<file path="src/rtl/fetch_pkg.sv">
// Shared types and constants for the instruction-fetch stage.
package fetch_pkg;

  // Canonical NOP (addi x0, x0, 0) shown to decode whenever no real word is presented.
  localparam logic [31:0] NOP_INSTR = 32'h0000_0013;

  // One fetched word together with the address it was fetched from.
  typedef struct packed {
    logic [31:0] pc;
    logic [31:0] instr;
  } fetch_entry_t;

endpackage

</file>
<file path="src/rtl/fetch_stage_if.sv">
// Instruction-memory request/grant + read-valid bus.
interface fetch_stage_if;
  logic        imem_req_o;
  logic [31:0] imem_addr_o;
  logic        imem_gnt_i;
  logic        imem_rvalid_i;
  logic [31:0] imem_rdata_i;

  modport master (
    output imem_req_o, imem_addr_o,
    input  imem_gnt_i, imem_rvalid_i, imem_rdata_i
  );

  modport slave (
    input  imem_req_o, imem_addr_o,
    output imem_gnt_i, imem_rvalid_i, imem_rdata_i
  );
endinterface

</file>
<file path="src/rtl/fetch_queue.sv">
// Synchronous FIFO of fetch entries with flush; flush overrides push and pop.
module fetch_queue
  import fetch_pkg::*;
#(
  parameter  int unsigned DEPTH = 2,
  localparam int unsigned PW    = (DEPTH > 1) ? $clog2(DEPTH) : 1,
  localparam int unsigned CW    = $clog2(DEPTH + 1)
) (
  input  logic         clk,
  input  logic         rst,
  input  logic         push,
  input  logic         pop,
  input  logic         flush,
  input  fetch_entry_t wdata,
  output fetch_entry_t rdata,
  output logic [CW-1:0] count,
  output logic         empty
);

  fetch_entry_t  mem_q [DEPTH];
  logic [PW-1:0] wr_ptr_q, wr_ptr_d, rd_ptr_q, rd_ptr_d;
  logic [CW-1:0] count_q, count_d;
  logic          do_push, do_pop;

  assign do_push = push && !flush;
  assign do_pop  = pop && !flush && (count_q != '0);
  assign rdata   = mem_q[rd_ptr_q];
  assign count   = count_q;
  assign empty   = (count_q == '0);

  // Pointer and occupancy next-state; pointers wrap at DEPTH-1 so any depth works.
  always_comb begin
    wr_ptr_d = wr_ptr_q;
    rd_ptr_d = rd_ptr_q;
    count_d  = count_q;
    if (flush) begin
      wr_ptr_d = '0;
      rd_ptr_d = '0;
      count_d  = '0;
    end else begin
      if (do_push) wr_ptr_d = (wr_ptr_q == PW'(DEPTH - 1)) ? '0 : wr_ptr_q + PW'(1);
      if (do_pop)  rd_ptr_d = (rd_ptr_q == PW'(DEPTH - 1)) ? '0 : rd_ptr_q + PW'(1);
      count_d = count_q + CW'(do_push) - CW'(do_pop);
    end
  end

  // Control state register.
  always_ff @(posedge clk or posedge rst) begin
    if (rst) begin
      wr_ptr_q <= '0;
      rd_ptr_q <= '0;
      count_q  <= '0;
    end else begin
      wr_ptr_q <= wr_ptr_d;
      rd_ptr_q <= rd_ptr_d;
      count_q  <= count_d;
    end
  end

  // Storage; contents need no reset since count gates visibility.
  always_ff @(posedge clk) begin
    if (do_push) mem_q[wr_ptr_q] <= wdata;
  end

endmodule

</file>
<file path="src/rtl/fetch_stage.sv">
// Instruction-fetch stage: PC owner, credit-limited imem requester, output queue to decode.
module fetch_stage
  import fetch_pkg::*;
#(
  parameter logic [31:0] RESET_PC  = 32'h0000_0000,
  parameter int unsigned BUF_DEPTH = 2
) (
  input  logic          clk,
  input  logic          rst,
  input  logic          stall_i,
  input  logic          redirect_i,
  input  logic [31:0]   redirect_pc_i,
  fetch_stage_if.master imem,
  output logic [31:0]   PC_Out,
  output logic [31:0]   instruction,
  output logic          fetch_valid_o
);

  localparam int unsigned   CW      = $clog2(BUF_DEPTH + 1);
  localparam logic [CW:0]   DEPTH_C = (CW + 1)'(BUF_DEPTH);

  logic [31:0]   pc_q, pc_d, last_pc_q, last_pc_d;
  logic [CW-1:0] outstanding_q, outstanding_d, drop_cnt_q, drop_cnt_d;
  logic [CW-1:0] occ, infl_cnt;
  logic [CW:0]   credit_used;
  logic          fire, keep, oq_pop, oq_empty, infl_empty, unused_infl;
  fetch_entry_t  head, infl_head, oq_wdata, infl_wdata;

  // Outstanding responses (including ones to be dropped) plus buffered words must fit the queue.
  assign credit_used      = {1'b0, outstanding_q} + {1'b0, occ};
  assign imem.imem_req_o  = !rst && !redirect_i && (credit_used < DEPTH_C);
  assign imem.imem_addr_o = pc_q;
  assign fire             = imem.imem_req_o && imem.imem_gnt_i;
  assign keep             = imem.imem_rvalid_i && (drop_cnt_q == '0) && !redirect_i;

  assign infl_wdata = '{pc: pc_q, instr: '0};
  assign oq_wdata   = '{pc: infl_head.pc, instr: imem.imem_rdata_i};
  assign oq_pop     = fetch_valid_o && !stall_i;
  assign unused_infl = ^{infl_cnt, infl_empty, infl_head.instr};

  // Addresses of granted requests, matched in order against returning data.
  fetch_queue #(.DEPTH(BUF_DEPTH)) u_inflight (
    .clk   (clk),
    .rst   (rst),
    .push  (fire),
    .pop   (imem.imem_rvalid_i),
    .flush (1'b0),
    .wdata (infl_wdata),
    .rdata (infl_head),
    .count (infl_cnt),
    .empty (infl_empty)
  );

  fetch_queue #(.DEPTH(BUF_DEPTH)) u_outq (
    .clk   (clk),
    .rst   (rst),
    .push  (keep),
    .pop   (oq_pop),
    .flush (redirect_i),
    .wdata (oq_wdata),
    .rdata (head),
    .count (occ),
    .empty (oq_empty)
  );

  // PC, outstanding and drop-count next-state; redirect overrides the normal PC advance.
  always_comb begin
    pc_d          = pc_q;
    outstanding_d = outstanding_q + CW'(fire) - CW'(imem.imem_rvalid_i);
    drop_cnt_d    = drop_cnt_q;
    if (redirect_i) begin
      pc_d       = redirect_pc_i & ~32'h3;
      drop_cnt_d = outstanding_q - CW'(imem.imem_rvalid_i);
    end else begin
      if (fire) pc_d = pc_q + 32'd4;
      if (imem.imem_rvalid_i && (drop_cnt_q != '0)) drop_cnt_d = drop_cnt_q - CW'(1);
    end
  end

  // Decode-facing outputs straight from the queue head; PC_Out holds its last value when empty.
  always_comb begin
    fetch_valid_o = !oq_empty;
    instruction   = fetch_valid_o ? head.instr : NOP_INSTR;
    PC_Out        = fetch_valid_o ? head.pc : last_pc_q;
    last_pc_d     = PC_Out;
  end

  // Stage state registers.
  always_ff @(posedge clk or posedge rst) begin
    if (rst) begin
      pc_q          <= RESET_PC;
      outstanding_q <= '0;
      drop_cnt_q    <= '0;
      last_pc_q     <= '0;
    end else begin
      pc_q          <= pc_d;
      outstanding_q <= outstanding_d;
      drop_cnt_q    <= drop_cnt_d;
      last_pc_q     <= last_pc_d;
    end
  end

endmodule

</file>
<file path="src/flat_wrapper.sv">
// flat-port wrapper written by rule: the top's interface ports become plain ports
module fetch_stage_flat import fetch_pkg::*;
#(
  parameter logic [31:0] RESET_PC  = 32'h0000_0000,
  parameter int unsigned BUF_DEPTH = 2
)
  (clk, rst, stall_i, redirect_i, redirect_pc_i, PC_Out, instruction, fetch_valid_o, imem_imem_req_o, imem_imem_addr_o, imem_imem_gnt_i, imem_imem_rvalid_i, imem_imem_rdata_i);
  fetch_stage_if imem_i ();
  input  logic clk;
  input  logic rst;
  input  logic stall_i;
  input  logic redirect_i;
  input  logic [31:0] redirect_pc_i;
  output logic [31:0] PC_Out;
  output logic [31:0] instruction;
  output logic fetch_valid_o;
  output wire logic [$bits(imem_i.imem_req_o)-1:0] imem_imem_req_o;
  output wire logic [$bits(imem_i.imem_addr_o)-1:0] imem_imem_addr_o;
  input wire logic [$bits(imem_i.imem_gnt_i)-1:0] imem_imem_gnt_i;
  input wire logic [$bits(imem_i.imem_rvalid_i)-1:0] imem_imem_rvalid_i;
  input wire logic [$bits(imem_i.imem_rdata_i)-1:0] imem_imem_rdata_i;
  assign imem_imem_req_o = imem_i.imem_req_o;
  assign imem_imem_addr_o = imem_i.imem_addr_o;
  assign imem_i.imem_gnt_i = imem_imem_gnt_i;
  assign imem_i.imem_rvalid_i = imem_imem_rvalid_i;
  assign imem_i.imem_rdata_i = imem_imem_rdata_i;
  fetch_stage #(.RESET_PC(RESET_PC), .BUF_DEPTH(BUF_DEPTH)) u_core (.clk(clk), .rst(rst), .stall_i(stall_i), .redirect_i(redirect_i), .redirect_pc_i(redirect_pc_i), .imem(imem_i), .PC_Out(PC_Out), .instruction(instruction), .fetch_valid_o(fetch_valid_o));
endmodule
</file>
<file path="config.mk">
export PLATFORM = sky130hd
export DESIGN_NAME = fetch_stage_flat
export DESIGN_NICKNAME = d
export VERILOG_FILES = /design/src/rtl/fetch_pkg.sv /design/src/rtl/fetch_stage_if.sv /design/src/rtl/fetch_queue.sv /design/src/rtl/fetch_stage.sv /design/src/flat_wrapper.sv
export SDC_FILE = /design/constraint.sdc
export NUM_CORES = 1
export LEC_CHECK = 0
export ABC_AREA = 1
export CORE_MARGIN = 1
export CORE_UTILIZATION = 58
export DETAILED_ROUTE_END_ITERATION = 8
export PLACE_DENSITY = 0.85
export SLEW_MARGIN = 20
export SYNTH_ARGS = -nofsm -noshare
export SYNTH_HDL_FRONTEND = slang
export SYNTH_SLANG_ARGS = --single-unit
</file>
<file path="constraint.sdc">
create_clock -name clk -period 6.6 [get_ports clk]
set_input_delay 1.32 -clock clk [delete_from_list [all_inputs] [get_ports clk]]
set_output_delay 1.32 -clock clk [all_outputs]
set_load 0.05 [all_outputs]
</file>
; ---- Word level (Yosys, flattened, before mapping)
; Memory sizes are Yosys's and may differ from the RTL's.
; Cells that the tools add are included.
[word_totals]
output_inout_bits = 98
in_bits = 70
mem_bits_rw = 192
ff_bits = 76
elab_cells = 70
memories = 2
[mem_list]
columns = name, words, width, read_ports, rd_ports_with_merged_regs, write_ports, line_no
row1 = u_core.u_outq.mem_q, 2, 64, 1, 0, 1, fetch_queue.sv:20  ; fetch_entry_t mem_q [DEPTH];
row2 = u_core.u_inflight.mem_q, 2, 32, 1, 0, 1, fetch_queue.sv:20
[op_classes]
n_reduce_logical = 24
n_addsub = 14
n_mux = 19
n_lt_le_gt_ge = 1
[ops]
columns = cell, count
row1 = 2-to-1 mux 32 bit, 4
row2 = "adder 32 x 3 -> 32 bit, second input constant", 1
row3 = nonzero test 2 bit, 7
row4 = 2-to-1 mux 1 bit, 12
row5 = logical AND 1 bit, 11
row6 = subtractor 2 x 1 -> 2 bit, 4
row7 = adder 2 x 1 -> 2 bit, 3
row8 = 2-to-1 mux 2 bit, 3
row9 = "adder 1 bit, second input constant", 4
row10 = zero test 1 bit, 4
row11 = zero test 2 bit, 2
row12 = adder 2 x 2 -> 3 bit, 1
row13 = "less-than comparator 3 x 2 -> 1 bit, second input constant", 1
row14 = "subtractor 2 x 1 -> 2 bit, second input constant", 1

; ---- Logic depth before layout (Yosys ltp)
[logic_depth]
word_depth = 7
depth_mapped = 10
mapped_depth_nobuf = 9

; ---- Hierarchy
; Synthesis repeated with hierarchy kept, for this count alone.
[hier_totals]
cells_unflattened = 1326
area_unflattened_um2 = 13783.2
[by_module_without_submodules]
columns = mod, instances, seq_area_each_um2, cells_per_inst, area_per_inst_um2
row1 = fetch_queue, 2, 3943.8, 368, 4893.4
row2 = fetch_stage, 1, 1651.6, 590, 3996.3

; ---- Least setup slack after synthesis
; OpenSTA, ideal clock, no wires.
[synth_timing]
kind = input-to-reg
start = in redirect_i
end = mem u_core.u_outq.mem_q[0][0] in the netlist's numbering (enable)
setup_slack_ps = 1867
t_arrival_ps = 4251
path_stages = 4
path_buffers = 1
path_cell_list = buf_6 inv_8 nand3_1 nor2_1
[synth_between]
elab_chain_len = 5
[synth_rtl]
columns = item, line_no
row1 = start: declaration, flat_wrapper.sv:12  ; input logic redirect_i;
row2 = zero test 1 bit *, "fetch_queue.sv:25, fetch_stage.sv:34"
row3 = logical AND 1 bit, fetch_stage.sv:34  ; assign keep = imem.imem_rvalid_i && (drop_cnt_q == '0) && !redirect_i;
row4 = logical AND 1 bit *, fetch_queue.sv:25  ; assign do_push = push && !flush;
row5 = 2-to-1 mux 1 bit *, fetch_queue.sv:62  ; if (do_push) mem_q[wr_ptr_q] <= wdata;
row6 = 2-to-1 mux 1 bit (implied by the code) *, fetch_queue.sv:62
row7 = end: declaration, fetch_queue.sv:20
; Every way passes the cells marked *; elsewhere a longest branch is shown, timed or not.

; ---- Worst setup path after layout
[layout_timing]
start = reg u_core.u_outq.count_q[1] (netlist: u_core.u_outq.count[1])
end = out PC_Out[6]
[layout_between]
elab_chain_len = 2
[layout_rtl]
columns = item, line_no
row1 = start: declaration, fetch_queue.sv:22  ; logic [CW-1:0] count_q, count_d;
row2 = start signal: assignment, fetch_queue.sv:56  ; count_q <= count_d;
row3 = zero test 2 bit, fetch_queue.sv:29  ; assign empty = (count_q == '0);
row4 = 2-to-1 mux 32 bit, fetch_stage.sv:84  ; PC_Out = fetch_valid_o ? head.pc : last_pc_q;
row5 = end: declaration, flat_wrapper.sv:14  ; output logic [31:0] PC_Out;
; Every way passes these cells.

==> metrics.md <==
| Metric | Value |
|---|---|
| Crit share post-route | a little over two thirds |
| Row cnt | 49 |
| Worst-margin pin slew | 1.100 ns |
| Starting Density | around three fifths |
| Final cell count without fillers | 1,322 |
| Comb power frac | ~36% |
| Placed Cells | around 1,300 |
| Total track usage | 25.33% |
| Synth warnings | 0 |
| Run status | completed |
| Placeable Area | between 0.015 and 0.02 mm² |
| Clk network pwr share | 24.7% |
| Share of cells above drive strength 1 | under 10% |
| Top_reg_cell synth | edfxtp_1 |
| MaxCap Viol Count | 0 |
| Min Tclk post-route | approximately 4.6 ns |
| DR WL met3 | between 1500 and 2000 µm |
| Iter 0 DRT Violations | roughly 540 |
| IO Pins | roughly 170 |
| Req. time, crit path | 5.28 ns |
| Met2 WL | ~12,000 µm |
| Kind of end point of the critical path | output port |
| Post-synthesis cell count | 910 |
| Most frequent cells in the layout | nand2_1, edfxtp_1, clkdlybuf4s50_1 |
| Switching power | between 2 and 2.5 mW |
| Post CTS Setup Buffer Count | 0 |
| Peak supply drop | between 0.2 and 0.3 mV |
| Most common cell after layout, fill and taps aside | nand2_1 |
| Number of global-route vias before repair | 7,321 |
| Power share of the sequential group | between 30% and 40% |
| Vias | between 7,000 and 8,000 |
| Total Power | 5.532 mW |
| Setup TNS | 0 ns |
| Max-slew violations | 0 |
| Initial antenna violation count | 0 |
| Post-Route WL | 23,390 µm |
| CP startpoint kind | flop |
| Vias per inst | ~5.6 |
| Mapped Area | 0.01062 mm² |
| Clock Sinks | 258 |
| # hold bufs at CTS | 0 |
| H-tree lvl count | 1 |
| Netlist cell types | 36 |
| Clk buf depth | 3 |
| Clock transition at path regs | around 0.060 ns |
| Sw Share | between 30 and 40% |
| Worst-Skew Late Latency | slightly above 0.5 ns |
| RD Place Congestion | between 0.9 and 1 |
| Syn Area/Cell | between 10 and 15 µm² |
| Placed Area | roughly 0.012 mm² |
| DRC | 0 |
| Dpl hpwl | between 10,000 and 15,000 µm |
| Internal | roughly 3.4 mW |
| Worst Clk Skew | roughly 0.015 ns |
| Post-synth ARST share | ~29% |
| CP Data Arrival Time | 3.28 ns |
| Leak | 5.072 nW |
| Die Ht | around 140 µm |
| Kind of critical path | reg2out |
| First-pass GRT wire length | about 37,000 µm |
| Final instance area | 0.01326 mm² |
| Post-route antenna net violation count | 0 |
| Smallest setup slack after layout | 2.000 ns |
| Cts bufs inserted | 25 |
| Area growth from synthesis to layout | 24.87% |
| Worst hold path type | reg2reg |
| Yosys reg bits | 258 |
| RSZ-0062 raised after global routing | no |
| Die Span X | 137.3 µm |
| Hold Vio Cnt, Final | 0 |
| Grt ovf | 0 |
| Peak Freq | 0.2174 GHz |
| Uppermost routed layer | met4 |
| Final net count | roughly 1,200 |
| Sequential share of the synthesized area | about 70% |
| EDFF count, synth | 184 |
| Buffers on Ports | 163 |
| CTS tree | done |
| Hold WS | approximately 0.49 ns |
| Final Setup Violations | 0 |
| N_diodes | 0 |
| Routed wire per std cell | around 18 µm |
| Worst slew margin | 26.67% |
| Share of the core filled with cells | 73.80% |
| Root Buffer | clkbuf_16 |
| Post-cts repair resize count | 0 |
| Largest net degree at the start of global routing | 73 |
| DIE AREA | about 0.019 mm² |
| Wire length on met1 | between 8000 and 9000 µm |
| Crit Path Max Fanout | 34 |
| Worst slack, placed | about 2.2 ns |
| Power Density | 417.3 mW/mm² |
| Drt first pass iters | 5 |
[critical path, cell delays in order, from the launching register on]
cell             delay (ns)
dfrtp_1                0.45
nor2_4                 0.64
buf_4                  0.48
a21oi_1                0.08
a21oi_1                0.26
clkdlybuf4s50_1        0.85
[routing by layer]
layer  track usage [%]  vias up
li1                  -     3420
met1             31.39     3562
met2             45.76      340
met3             3.606       48
met4             7.998        0
met5                 0        -
[worst paths after layout]
check                                                 start  depth (start not counted)  slack (ns)                                    to
min in group asynchronous                               rst                          2        1.03  u_core.u_inflight.count[1]$_DFF_PP0_
max in group asynchronous                               rst                          3        4.37    u_core.u_outq.rd_ptr_q$_DFFE_PP0P_
setup / recovery           u_core.u_outq.count[1]$_DFF_PP0_                          5        2.00                             PC_Out[6]
hold reg to reg               u_core.last_pc_q[0]$_DFF_PP0_                          2        0.49         u_core.last_pc_q[0]$_DFF_PP0_
setup reg to reg           u_core.drop_cnt_q[0]$_DFFE_PP0P_                          5        3.94  u_core.u_outq.mem_q[0][21]$_DFFE_PP_
hold / removal                u_core.last_pc_q[0]$_DFF_PP0_                          2        0.49         u_core.last_pc_q[0]$_DFF_PP0_
[power by group through the flow]
stage / combinational (mW) / sequential (mW) / clock (mW)
final: 1.99 / 2.18 / 1.37
after global routing: 2.11 / 2.20 / 1.44
after CTS: 1.99 / 2.17 / 1.38
after detailed placement: 1.97 / 2.20 / 0
after global placement: 1.93 / 2.19 / 0
after floorplan: 1.25 / 2.26 / 0
[logic make-up after synthesis]
logic type	after synthesis	share of synthesized area [%]
AO/OA/AOI/OAI	121	6.011
AND/OR/NAND/NOR	381	15.04
flip-flops	258	69.49
adder cells (fa/ha/maj)	9	1.131
other	1	0.03532
buffers and inverters	96	3.960
XOR/XNOR	14	1.155
multiplexers	30	3.182
[synthesized netlist by cell type (2+ instances only)]
cell type	n	area, µm²
o211ai_1	2	15.01
dfrtp_1	74	1852
mux2_2	30	337.8
nand2_2	4	25.02
buf_2	7	35.03
ha_1	8	100.1
xnor2_1	8	70.07
buf_6	4	45.04
inv_2	3	11.26
clkbuf_1	18	67.56
buf_1	3	11.26
inv_1	56	210.2
nand2_1	232	870.8
nor2_1	71	266.5
o21bai_1	8	60.06
nand3_1	56	280.3
nor2_4	4	45.04
o21ai_0	16	80.08
nor2_2	7	43.79
nor3_1	2	10.01
edfxtp_1	184	5525
xor2_1	6	52.55
a21oi_1	92	460.4
buf_4	3	22.52
[state kept, by name, indices dropped and copies added, names as in the netlist]
register,count
u_core.last_pc_q,32
u_core.drop_cnt_q,2
u_core.u_outq.mem_q,124
u_core.u_outq.count,2
u_core.u_inflight.wr_ptr_q,1
u_core.imem.imem_addr_o,30
u_core.u_outq.rd_ptr_q,1
u_core.outstanding_q,2
u_core.u_outq.wr_ptr_q,1
u_core.u_inflight.rd_ptr_q,1
u_core.u_inflight.mem_q,60
u_core.u_inflight.count,2
[final cells by class]
cell class / instances / area, µm²
repair buffers: 172 / 1712
flip-flops and latches: 258 / 7378
multi-input cells: 557 / 2853
clock buffers: 29 / 650.6
clock inverters: 16 / 137.6
fillers: 1175 / 4707
well taps: 229 / 286.5
inverters: 61 / 239.0
(Power assumes the default switching activity.)
